File: src/rtl/if_pkg.sv
// Shared constants and the fetch entry type used by the pc stage, the fetch
// buffer and the decoder.
package if_pkg;

  localparam int AW        = 32;
  localparam int DW        = 32;
  localparam int MEM_BYTES = 1024;

  // One fetched instruction paired with the byte address that fetched it.
  typedef struct packed {
    logic [AW-1:0] pc;
    logic [DW-1:0] inst;
  } if_entry_t;

endpackage

File: src/rtl/inst_fifo.sv
// Synchronous FIFO holding fetched {pc, inst} pairs. Pointers wrap modulo
// DEPTH (a power of two); clear empties the queue and outranks push/pop.
module inst_fifo #(
  parameter int DEPTH = 4,
  parameter int W     = 64
) (
  input  logic                         clk,
  input  logic                         rst,
  input  logic                         clear,
  input  logic                         push,
  input  logic [W-1:0]                 push_data,
  input  logic                         pop,
  output logic [$clog2(DEPTH+1)-1:0]   count,
  output logic [W-1:0]                 head
);

  localparam int PW = $clog2(DEPTH);
  localparam int CW = $clog2(DEPTH+1);

  logic [W-1:0]  mem_q [DEPTH];
  logic [W-1:0]  mem_d [DEPTH];
  logic [PW-1:0] wr_ptr_q, wr_ptr_d;
  logic [PW-1:0] rd_ptr_q, rd_ptr_d;
  logic [CW-1:0] count_q, count_d;

  // Next-state for storage, pointers and occupancy; clear wins over everything.
  always_comb begin
    mem_d    = mem_q;
    wr_ptr_d = wr_ptr_q;
    rd_ptr_d = rd_ptr_q;
    count_d  = count_q;
    if (clear) begin
      wr_ptr_d = '0;
      rd_ptr_d = '0;
      count_d  = '0;
    end else begin
      if (push) begin
        mem_d[wr_ptr_q] = push_data;
        wr_ptr_d        = wr_ptr_q + PW'(1);
      end
      if (pop) begin
        rd_ptr_d = rd_ptr_q + PW'(1);
      end
      case ({push, pop})
        2'b10:   count_d = count_q + CW'(1);
        2'b01:   count_d = count_q - CW'(1);
        default: count_d = count_q;
      endcase
    end
  end

  // State registers; storage is zeroed on reset so the head reads 0 afterwards.
  always_ff @(posedge clk) begin
    if (rst) begin
      mem_q    <= '{default: '0};
      wr_ptr_q <= '0;
      rd_ptr_q <= '0;
      count_q  <= '0;
    end else begin
      mem_q    <= mem_d;
      wr_ptr_q <= wr_ptr_d;
      rd_ptr_q <= rd_ptr_d;
      count_q  <= count_d;
    end
  end

  assign count = count_q;
  assign head  = mem_q[rd_ptr_q];

endmodule

File: src/rtl/inst_fetch_buffer.sv
// Instruction fetch buffer: tracks the one-cycle ROM latency, pairs returned
// words with their fetch address, queues them and hands them to the decoder.
module inst_fetch_buffer
  import if_pkg::*;
#(
  parameter int DEPTH = 4,
  parameter int AW    = if_pkg::AW,
  parameter int DW    = if_pkg::DW
) (
  input  logic          clk,
  input  logic          rst,
  input  logic [AW-1:0] pc_addr,
  input  logic          pc_ena,
  input  logic [DW-1:0] rom_data,
  output logic          stall,
  input  logic          flush,
  output logic          inst_valid,
  input  logic          inst_ready,
  output logic [DW-1:0] inst,
  output logic [AW-1:0] inst_pc
);

  localparam int CW = $clog2(DEPTH+1);

  logic          req_vld_q, req_vld_d;
  logic [AW-1:0] req_pc_q, req_pc_d;
  logic [CW-1:0] count;
  logic [CW:0]   occupancy;
  logic          accept;
  logic          push;
  logic          pop;
  logic [AW+DW-1:0] head;

  // Stall reserves a FIFO slot for every in-flight fetch, using registered
  // state only so that neither inst_ready nor flush reaches the pc stage.
  always_comb begin
    occupancy = {1'b0, count} + {{CW{1'b0}}, req_vld_q};
    stall     = (occupancy >= (CW+1)'(DEPTH));
  end

  // Request tracking plus push/pop qualification; flush cancels all of them.
  always_comb begin
    accept     = pc_ena && !stall && !flush;
    req_vld_d  = accept;
    req_pc_d   = accept ? pc_addr : req_pc_q;
    inst_valid = (count != '0);
    push       = req_vld_q && !flush;
    pop        = inst_valid && inst_ready && !flush;
  end

  // Registers remembering which address the ROM word arriving next belongs to.
  always_ff @(posedge clk) begin
    if (rst) begin
      req_vld_q <= 1'b0;
      req_pc_q  <= '0;
    end else begin
      req_vld_q <= req_vld_d;
      req_pc_q  <= req_pc_d;
    end
  end

  inst_fifo #(
    .DEPTH (DEPTH),
    .W     (AW + DW)
  ) u_fifo (
    .clk       (clk),
    .rst       (rst),
    .clear     (flush),
    .push      (push),
    .push_data ({req_pc_q, rom_data}),
    .pop       (pop),
    .count     (count),
    .head      (head)
  );

  assign inst_pc = head[AW+DW-1:DW];
  assign inst    = head[DW-1:0];

endmodule

File: config.mk
export PLATFORM = sky130hd
export DESIGN_NAME = inst_fetch_buffer
export DESIGN_NICKNAME = d
export VERILOG_FILES = /design/src/rtl/if_pkg.sv /design/src/rtl/inst_fifo.sv /design/src/rtl/inst_fetch_buffer.sv
export SDC_FILE = /design/constraint.sdc
export NUM_CORES = 1
export LEC_CHECK = 0
export BUFFER_PORTS_ARGS = -buffer_cell sky130_fd_sc_hd__buf_2
export CORE_UTILIZATION = 53
export DETAILED_ROUTE_END_ITERATION = 10
export GPL_ROUTABILITY_DRIVEN = 0
export GPL_TIMING_DRIVEN = 0
export PLACE_DENSITY = 0.77
export SYNTH_ARGS = -nofsm -noshare
export SYNTH_HDL_FRONTEND = slang
export SYNTH_SLANG_ARGS = --single-unit
File: constraint.sdc
create_clock -name clk -period 2 [get_ports clk]
set_input_delay 0.4 -clock clk [delete_from_list [all_inputs] [get_ports clk]]
set_output_delay 0.4 -clock clk [all_outputs]
set_load 0.01 [all_outputs]
==> flow_metrics.tcl <==
set metrics [dict create \
    avgRoutedWirePerCell_microns 17.6 \
    cts_tree "done" \
    met1_usage_pct 35.4 \
    vias 10384 \
    setup_viol 64 \
    setup_ws_ns -0.338 \
    cts_sinks 296 \
    clockBufferDepth 3 \
    grt_max_degree 15 \
    setup_tns_ns -18.37 \
    r2r-start "u_fifo.count[1]$_SDFFE_PP0P_" \
    path_clk_slew_ns 0.06 \
    r2r_setup_slack_ns 0.11 \
    synth_top_flop_cell "dfxtp_1" \
    critPathRequiredTime_ns 1.60 \
    holdWs_ns 0.105 \
    cts_max_level 1 \
    dp_hpwl_microns 21100 \
    grt_pass1_wl_microns 52600 \
    crit_chain "buf_12 -> buf_12 -> mux4_2 -> buf_6" \
    synth_warnings 0 \
    crit_top_cell "buf_12" \
    crit_family "multiplexers" \
    power.density_nw_per_um2 808 \
    crit_path_start_kind "flip-flop" \
    finalWirelength_microns 33000 \
    synth_enable_flop_cells 0 \
    die_w_microns 154 \
    total_power_mw 11.9 \
    hold_path.class "in -> reg" \
    cp-end-kind "output pin" \
    avgSynthCellArea_sq_um 8.87 \
    numCtsBuffers 30 \
    synth_top_area_share_pct 48.2 \
    place_area_sq_um 13300 \
    yosysSeqAreaShare_pct 48.2 \
    cp.depth 4 \
    crit_fanout 8 \
    min_path_cells 3 \
    worstMarginPinSlew_ns 0.627 \
    die-area_sq_um 23800 \
    dr.pass1.iters 5 \
    overflow 0 \
    violations "setup timing" \
    crit_start "u_fifo.rd_ptr_q[0]$_SDFFE_PP0P_" \
    design_area_sq_um 14700 \
    die_y_microns 154 \
    cap_violations 0 \
    syn_area_sq_um 12300 \
    drv_slew 0 \
    synth_commonest_cells "nand2_1, dfxtp_1, a21oi_1" \
    fp.coreArea_sq_um 22700 \
    endpoint "inst_pc[11]" \
    yosysMostFrequentCell "nand2_1" \
    final_util_pct 64.8 \
    yosys-top-cells-area "dfxtp_1, nand2_1, mux4_2, a21oi_1, nand2b_1" \
    ys_async_sr_fraction_pct 0 \
    start_util_pct 54.1 \
    antenna_found_initial 2 \
    cp_data_arrival_time_ns 1.94 \
    synth-seq-cells 296 \
    worstSetupPathType "reg -> out" \
    postSynthNetCount 1461 \
    grt.met2_usage_pct 48.4 \
    viasPerCell 5.55 \
    ys_types 29 \
    instances_no_fill 1871 \
    port_buffers 133 \
    min_period_over_period_pct 117 \
    dp.cells 1804 \
    cts_root_buf "clkbuf_16" \
    finalClockSkew_ns 0.00899 \
    outcome "finished, violations left" \
    crit_path_max_incr_delay_ns 0.54 \
    period_minus_slack_ns 2.34 \
    path_buf_inv 3 \
    cts.hold.buffers_added 0 \
    hold_viol 0 \
    p_leak_nw 5.22 \
    syn_inst 1386 \
    max_slew_margin_pct 58.2 \
    ir_drop_mv 0.575 \
    slowest_stage "mux4_2" \
    r2r_cells 8 \
    rows 55 \
    ios 135 \
    fill_cells 1875 \
    ant_nets 0 \
    grt_setup_unrepaired "yes" \
    place_ws_ns -0.256 \
    netlist.top_cell.by_area "dfxtp_1" \
    grt-busiest-layer "met2" \
    rr_endpoint "u_fifo.count[2]$_SDFFE_PP0P_" \
    grt_use_met3_pct 3.84 \
    area_delta_synth_final_pct 19.8 \
    drcViolationCount 0 \
    drt_iter0_markers 769 \
    drive_above_1_share_pct 21.7 \
    insertion_delay_ns 0.55 \
    grt_util_all_layers_pct 27.8 \
    max_freq_mhz 428 \
    nNetsFinal 1637 \
    grt_pass1_vias 10271 \
]
==> report_power, final <==
| part | switching (mW) | total [mW] | internal (mW) |
|---|---|---|---|
| Combinational | 0.309 | 0.517 | 0.208 |
| Sequential | 0.0596 | 6.00 | 5.95 |
| Clock | 2.26 | 5.37 | 3.11 |
==> placed cells by master (no fill, tap or decap), types with 4 or more instances in the layout <==
| cell | Yosys | routed |
|---|---|---|
| clkbuf_16 | 0 | 32 |
| nand2_1 | 513 | 513 |
| buf_6 | 3 | 40 |
| clkinv_2 | 0 | 6 |
| ha_1 | 5 | 4 |
| and3b_1 | 4 | 4 |
| dfxtp_1 | 296 | 292 |
| nand2b_1 | 65 | 65 |
| buf_12 | 4 | 8 |
| clkbuf_1 | 26 | 37 |
| buf_2 | 63 | 155 |
| a21oi_1 | 259 | 259 |
| mux2i_1 | 34 | 34 |
| inv_1 | 6 | 6 |
| nand3b_1 | 5 | 5 |
| mux4_2 | 64 | 64 |
| buf_4 | 12 | 19 |
| dfxtp_4 | 0 | 4 |
| buf_1 | 5 | 5 |
| clkbuf_8 | 0 | 4 |
| nor2_1 | 6 | 6 |
==> logic make-up after synthesis <==
kind of cell             after synthesis  synth area share [%]
AND/OR/NAND/NOR                      601                  20.2
flip-flops                           296                  48.2
AO/OA/AOI/OAI                        262                  10.7
buffers and inverters                120                  5.48
multiplexers                          98                  14.5
adder cells (fa/ha/maj)                6                 0.672
XOR/XNOR                               3                 0.214
==> worst reg2reg max path: stages (launching register included) <==
cell	delay (ns)
dfxtp_4	0.37
nor3_4	0.06
nor3b_4	0.21
ha_2	0.21
inv_1	0.05
fa_2	0.33
xor2_1	0.16
or3_1	0.31
a21oi_1	0.12
==> metal layers <==
metal | up-vias | wire [microns]
met5 | - | 0
met2 | 382 | 16300
met3 | 66 | 2380
li1 | 4968 | -
met4 | 0 | 888
met1 | 4968 | 13400
==> how the worst min path moves through the flow <==
stage | endpoint | startpoint | slack, ns
after CTS | req_pc_q[9]$_SDFFE_PP0P_ | pc_addr[9] | 0.1
final | req_pc_q[21]$_SDFFE_PP0P_ | pc_addr[21] | 0.10
after global routing | req_pc_q[4]$_SDFFE_PP0P_ | pc_addr[4] | 0.10
after global placement | u_fifo.mem_q[5]$_SDFFE_PP0P_ | u_fifo.mem_q[5]$_SDFFE_PP0P_ | 0.44
after floorplan | u_fifo.mem_q[100]$_SDFFE_PP0P_ | u_fifo.mem_q[100]$_SDFFE_PP0P_ | 0.43
after detailed placement | u_fifo.mem_q[94]$_SDFFE_PP0P_ | u_fifo.mem_q[94]$_SDFFE_PP0P_ | 0.44
==> final cells by class <==
class / instances / area, sq um / share of cell area, %
inverters: 6 / 22.5 / 0.153
diodes: 2 / 5.00 / 0.0340
flip-flops and latches: 296 / 5940 / 40.4
clock inverters: 7 / 60.1 / 0.408
plain buffers: 112 / 682 / 4.63
clock buffers: 47 / 876 / 5.95
multi-input cells: 970 / 5720 / 38.8
repair buffers: 146 / 1060 / 7.22
well taps: 285 / 357 / 2.42
==> state kept, by name, summed over array words and instances (netlist names) <==
register         flops
u_fifo.mem_q       256
u_fifo.rd_ptr_q      2
u_fifo.count         3
req_vld_q            1
req_pc_q            32
u_fifo.wr_ptr_q      2
==> timing repair <==
action	4_1_cts	5_1_grt
gates cloned	3	1
setup buffers	8	3
gates resized for setup	44	31
setup endpoints to repair	66	65
pin swaps	1	3
Power figures use the tool's default switching activity.
